[config.mk]
export PLATFORM = sky130hd
export DESIGN_NAME = data_sram_bridge
export DESIGN_NICKNAME = d
export VERILOG_FILES = /design/src/rtl/data_sram_bridge_pkg.sv /design/src/rtl/data_sram_bridge.sv
export SDC_FILE = /design/constraint.sdc
export NUM_CORES = 1
export LEC_CHECK = 0
export BUFFER_PORTS_ARGS = -buffer_cell sky130_fd_sc_hd__buf_4
export CAP_MARGIN = 30
export CORE_MARGIN = 5
export CORE_UTILIZATION = 49
export CTS_CLUSTER_DIAMETER = 50
export DETAILED_ROUTE_END_ITERATION = 8
export HOLD_SLACK_MARGIN = 0.05
export PLACE_DENSITY = 0.91
export SLEW_MARGIN = 10
export SYNTH_ARGS = -nofsm -noshare
export SYNTH_HDL_FRONTEND = slang
export SYNTH_SLANG_ARGS = --single-unit
[constraint.sdc]
create_clock -name clk -period 4.1 [get_ports clk]
set_input_delay 0.41 -clock clk [delete_from_list [all_inputs] [get_ports clk]]
set_output_delay 0.41 -clock clk [all_outputs]
set_load 0.01 [all_outputs]
[src/rtl/data_sram_bridge_pkg.sv]
// Shared types for the M-stage data SRAM bridge.
// State encodings and memory access size codes.
package data_sram_bridge_pkg;

  typedef enum logic [2:0] {
    S_IDLE,
    S_REQ,
    S_WAIT,
    S_DONE,
    S_DISCARD
  } state_t;

  localparam logic [1:0] SZ_BYTE = 2'd0;
  localparam logic [1:0] SZ_HALF = 2'd1;
  localparam logic [1:0] SZ_WORD = 2'd2;

endpackage

[src/rtl/data_sram_bridge.sv]
// M-stage load/store to SRAM-like bus bridge with pipeline stall.
// Ports: M-stage request/flush/addr/size/wdata in, readdataM/stallM out,
// data_* SRAM bus (req/wr/size/addr/wdata out, addr_ok/data_ok/rdata in).
import data_sram_bridge_pkg::*;

module data_sram_bridge #(
  parameter int AW = 32,
  parameter int DW = 32
) (
  input  logic          clk,
  input  logic          rst,
  input  logic          memwriteM,
  input  logic          memtoregM,
  input  logic          flushM,
  input  logic [AW-1:0] addrM,
  input  logic [1:0]    sizeM,
  input  logic [DW-1:0] writedataM,
  output logic [DW-1:0] readdataM,
  output logic          stallM,
  output logic          data_req,
  output logic          data_wr,
  output logic [1:0]    data_size,
  output logic [AW-1:0] data_addr,
  output logic [DW-1:0] data_wdata,
  input  logic          data_addr_ok,
  input  logic          data_data_ok,
  input  logic [DW-1:0] data_rdata
);

  state_t state;
  logic   memreq;
  logic   issue;

  assign memreq = memwriteM | memtoregM;
  assign issue  = memreq & ~flushM;

  always_ff @(posedge clk) begin
    if (rst) begin
      state      <= S_IDLE;
      data_req   <= 1'b0;
      data_wr    <= 1'b0;
      data_size  <= 2'd0;
      data_addr  <= '0;
      data_wdata <= '0;
      readdataM  <= '0;
    end else begin
      case (state)
        S_IDLE: begin
          if (issue) begin
            state      <= S_REQ;
            data_req   <= 1'b1;
            data_wr    <= memwriteM;
            data_size  <= sizeM;
            data_addr  <= addrM;
            data_wdata <= writedataM;
          end
        end
        S_REQ: begin
          // Once accepted the bus owes a data_ok, so a flush in the
          // same cycle must still drain it.
          if (data_addr_ok) begin
            data_req <= 1'b0;
            state    <= flushM ? S_DISCARD : S_WAIT;
          end else if (flushM) begin
            data_req <= 1'b0;
            state    <= S_IDLE;
          end
        end
        S_WAIT: begin
          if (data_data_ok) begin
            if (flushM) begin
              state <= S_IDLE;
            end else begin
              state <= S_DONE;
              if (!data_wr) readdataM <= data_rdata;
            end
          end else if (flushM) begin
            state <= S_DISCARD;
          end
        end
        S_DONE: state <= S_IDLE;
        S_DISCARD: begin
          if (data_data_ok) state <= S_IDLE;
        end
        default: state <= S_IDLE;
      endcase
    end
  end

  // IDLE stalls on the detect cycle itself; DONE releases for one cycle.
  always_comb begin
    stallM = 1'b1;
    case (state)
      S_IDLE:  stallM = issue;
      S_DONE:  stallM = 1'b0;
      default: stallM = 1'b1;
    endcase
  end

endmodule

* Word-level counts from Yosys, hierarchy flattened
Index checks and enable logic that the tools add are counted.
** Word-level totals
- Bits in registers :: 103
- Input port bits :: 105
- Output and inout port bits :: 101
- Word-level logic and storage cells :: 39
** Cells by class
- Equality and inequality tests :: 8
- Muxes and demuxes :: 14
- Bitwise logic cells :: 4
- Reductions and logical operators :: 6
** Operators with widths (count)
- 2-to-1 mux 3 bit :: 7
- case mux 3 bit (4 select lines) :: 1
- AND reduction 4 bit :: 2
- equality test 3 x 2 -> 1 bit, second input constant :: 2
- inequality test 3 bit, second input constant :: 2
- inequality test 2 bit, second input constant :: 2
- case mux 1 bit (2 select lines) :: 2
- equality test 3 x 1 -> 1 bit, second input constant :: 1
- equality test 3 bit, second input constant :: 1
- zero test 3 bit :: 1
- 2-to-1 mux 1 bit :: 3
- AND reduction 3 bit :: 1
- 2-to-1 mux 2 bit :: 1
- NOT 1 bit :: 2
- AND reduction 2 bit :: 1
- nonzero test 2 bit :: 1
- bitwise AND 1 bit :: 1
- OR 1 bit :: 1

* Longest topological paths before layout
- Word-level depth :: 4
- Mapped depth :: 6
- Mapped depth without buffers :: 3

* Worst setup path before layout
No wires, ideal clock.
- Kind :: in2reg
- From :: in flushM
- To :: reg data_addr[0]
- Setup time :: 0.072 ns
- Arrival :: 1.560 ns
- Data required time :: 4.028 ns
- Setup slack :: 2.468 ns
- Stages on the path :: 6
- Path buffers :: 3
- Cell sequence :: or2_1 > buf_2 > nor4_4 > buf_4 > buf_6 > mux2i_1
** On the way
- Longest elaborated chain between the ends :: 3
** RTL lines
- from (decl) :: line data_sram_bridge.sv:14 : input logic flushM,
- NOT 1 bit (no line)
- bitwise AND 1 bit :: line data_sram_bridge.sv:35 : assign issue = memreq & ~flushM;
- AND reduction 2 bit (no line)
- to (signal assigned) :: line data_sram_bridge.sv:54 : data_addr <= addrM;
- to (decl) :: line data_sram_bridge.sv:23 : output logic [AW-1:0] data_addr,
No other way between the ends.
A chain may end at the register's enable or synchronous reset.

* Final worst setup path
- From :: reg state[2]
- To :: reg readdataM[25]
** On the way
- Longest elaborated chain between the ends :: 2
** RTL lines
- from (decl) :: line data_sram_bridge.sv:30 : state_t state;
- from (signal assigned) :: line data_sram_bridge.sv:63 : state <= flushM ? S_DISCARD : S_WAIT;
- equality test 3 x 2 -> 1 bit :: line data_sram_bridge.sv:47 : case (state)
- AND reduction 4 bit (no line)
- to (signal assigned) :: line data_sram_bridge.sv:75 : if (!data_wr) readdataM <= data_rdata;
- to (decl) :: line data_sram_bridge.sv:18 : output logic [DW-1:0] readdataM,
No other way between the ends.

==> results.md <==
- Outcome: completed
- Worst endpoint required time: 4.37 ns
- Largest fanout of any net on the critical path: 24
- Max cap viols: 0
- Endpoints failing hold: 0
- Most numerous cell in the Yosys netlist: sky130_fd_sc_hd__nand2_1
- Top cells by area, synth: sky130_fd_sc_hd__dfxtp_1 (49%), sky130_fd_sc_hd__mux2i_1 (23%), sky130_fd_sc_hd__nand2_1 (17%), sky130_fd_sc_hd__clkbuf_1 (2.1%), sky130_fd_sc_hd__nand2b_1 (1.8%)
- Number of enable-type register cells in the synthesized netlist: 0
- Initial Util: 0.5064
- Overall die width: 102.4 microns
- Maximum buffer depth of the clock tree: 2
- Cell chosen for the clock root: sky130_fd_sc_hd__clkbuf_8
- Number of global-route vias before repair: 3742
- Class of the tightest hold or removal check: input pin to register
- Synthesized net count: approximately 570
- Most instantiated cells after synthesis: sky130_fd_sc_hd__nand2_1 (188), sky130_fd_sc_hd__dfxtp_1 (103), sky130_fd_sc_hd__mux2i_1 (98)
- Number of iterations in the first detailed-routing pass: 4
- Vias: 3721
- CORE AREA: approximately 8300 sq um
- Die boundary height: 102.4 microns
- First-pass GRT wire length: roughly 17000 microns
- Sequential fraction of the synthesis area: 0.4931
- Switching fraction of total power: 0.2538
- Sequential Power Share: 0.500
- Placed wire-length estimate: between 8000 and 9000 microns
- Final standard cell utilization of the core: 0.7244
- Async set or reset register ratio after synthesis: 0
- Unrepaired setup endpoints after global routing: no
- Power Internal: 1637 uW
- Type of element capturing the critical path: register
- Via density per instance: between 4 and 5
- Distinct cell type count after synthesis: 27
- Antenna Nets Post-Route: 0
- Clock slew at the register clock pins of the worst setup and hold paths: 0.10 ns
- Prevailing post-synth register cell: sky130_fd_sc_hd__dfxtp_1
- Critical Path AT: 2.43 ns
- Actual slew at the worst max-slew pin: approximately 0.92 ns
- Time the worst path needs with I/O delays and setup: roughly 2.2 ns
- Post-Syn Area: 4182 sq um
- Static leakage: 0.002733 uW
- PD cells: 366.7 nW/um^2
- Synth Area in Adders: 0
- Pin count of the biggest net entering global routing: 96
- Clock H-tree levels: 3
- Post-route DRC violation count: 0
- Detail-routed net length per standard cell: 14.67 microns
- Aggregate negative setup slack: 0 ns
- Synth Register Bits: 103
- TritonCTS clock tree: built
- Placement row count: 33
- Clock power frac: 0.318
- Final count of negative-setup-slack endpoints: 0
- Mux cell area share after synthesis: 0.2346
- Filler cells: 606
- Initial antenna violation count: 0
- NumNets Final: 754
- Achievable clock frequency: 463.9 MHz
- Simple-gate share of the synthesized area: 0.2118
- Area of the die: 10480 sq um
- Post-synthesis to final-layout area growth: 43.06%
- Max-Slew Margin vs Limit: 0.3793
- Clk_lat worst skew: 0.35 ns
- Pins Over Slew Limit: 0
- Overall track demand over capacity in global routing: 0.2084
- Type of origin of the critical path: register
- GRT overflow: 0
- Portion of the clock cycle consumed by the worst path in the final layout: 0.5258
- Number of buffers created by CTS: 9
- Post-synthesis xor/xnor area fraction: 0
- Main combinational cell family by area after synthesis: multiplexers
- Number of diodes: 0
- Final weighted congestion of routability-driven global placement: 0.7886
- Max Clock Skew: about 0.011 ns
- Crit Path Category: register to register
- Combinational group share of total power: 0.181
- Post-synthesis area per instance: 9.090 sq um
- Layout cell share with drive strength beyond 1: 0.3547
- # IOs: about 210
- Area leader, netlist: sky130_fd_sc_hd__dfxtp_1
- Clock tree sinks: 103
- VDD IR-drop max: 0.2663 mV
- Synth Area in Compound Gates: 0.01646
- Setup fix buffers added after clock tree synthesis: 0
- Synthesized instance count: 460
- Post-cts sizing count: 0
- Power spent charging and discharging nets: 556.7 uW
- Yosys warning count: 0
- Detailed-route wire length: roughly 11000 microns
- Yosys top cell area share: 0.4931
- Hold-fix buffers at CTS: 0
- Port buffer count: 205
- DRT iter0 DRCs: between 80 and 90
-- final cells by class --
cell class | count | area, sq um | share of cell area
timing repair buffer | 212 | 1620 | 0.2709
tap | 105 | 131.4 | 0.02196
clock buffer | 11 | 141.4 | 0.02364
sequential | 103 | 2062 | 0.3447
inverter | 2 | 10.01 | 0.001673
multi-input combinational | 321 | 1936 | 0.3236
clock inverter | 5 | 81.33 | 0.01360
-- registers in the layout (all words and copies together), names as in the netlist --
name        count
data_addr      32
data_req        1
data_size       2
data_wdata     32
data_wr         1
readdataM      32
state           3
-- metal layers --
metal	share of wire	track usage	routed length [microns]
met4	0.021	0.08476	238
met5	0	0	0
met3	0.12	0.08259	1336
met1	0.36	0.2262	4062
met2	0.49	0.3623	5495
-- through the flow --
stage | area [sq um] | std cells | hold slack, ns | power, uW | setup WS, ns
6_report | 5982 | 759 | 0.3056 | 2194 | 1.944
5_1_grt | 5982 | 759 | 0.2779 | 2293 | 1.829
4_1_cts | 5971 | 758 | 0.2860 | 2215 | 1.692
3_5_place_dp | 5748 | 742 | 0.4481 | 1519 | 1.555
3_3_place_gp | 5748 | 742 | 0.4423 | 1502 | 1.669
2_1_floorplan | 4182 | 460 | 0.4790 | 1320 | 2.468
-- cells in the final DEF (no fill, tap or decap), types with 2 or more instances in the layout --
cell type                   netlist  layout
sky130_fd_sc_hd__nor2_1           4       4
sky130_fd_sc_hd__dfxtp_1        103     103
sky130_fd_sc_hd__nand2b_1        12      12
sky130_fd_sc_hd__nand2_1        188     188
sky130_fd_sc_hd__buf_12           0       2
sky130_fd_sc_hd__clkbuf_8         0      10
sky130_fd_sc_hd__a31o_2           2       2
sky130_fd_sc_hd__bufinv_16        0       2
sky130_fd_sc_hd__nor4_4           2       2
sky130_fd_sc_hd__o21ai_0          2       2
sky130_fd_sc_hd__buf_4            4     209
sky130_fd_sc_hd__mux2i_1         98      98
-- worst max-delay path, cell delays in order (launching register included) --
cell,delay [ns]
sky130_fd_sc_hd__dfxtp_1,0.37
sky130_fd_sc_hd__or2_1,0.37
sky130_fd_sc_hd__nor4_4,0.81
sky130_fd_sc_hd__buf_12,0.30
sky130_fd_sc_hd__mux2i_1,0.23
-- cell families (layout without fill, tap and decap cells) --
family / after synthesis / after routing
compound gates: 10 / 10
simple gates: 213 / 213
mux: 98 / 98
flops: 103 / 103
buf+inv: 36 / 230
-- power groups by stage --
| stage | clock (uW) | combinational (uW) | sequential (uW) |
|---|---|---|---|
| 2_1_floorplan | 0 | 180 | 1140 |
| 5_1_grt | 758 | 430 | 1110 |
| 4_1_cts | 718 | 399 | 1100 |
| 3_5_place_dp | 0 | 399 | 1120 |
| 6_report | 699 | 398 | 1100 |
| 3_3_place_gp | 0 | 385 | 1120 |
-- worst paths after layout --
path / cells after the start / slack [ns] / endpoint / from
hold reg to reg: 2 / 0.46 / readdataM[3] / readdataM[3]
setup / recovery: 4 / 1.94 / readdataM[25] / state[2]
setup reg to reg: 4 / 1.94 / readdataM[25] / state[2]
hold / removal: 3 / 0.31 / readdataM[8] / data_rdata[8]
Power figures use the tool's default switching activity.
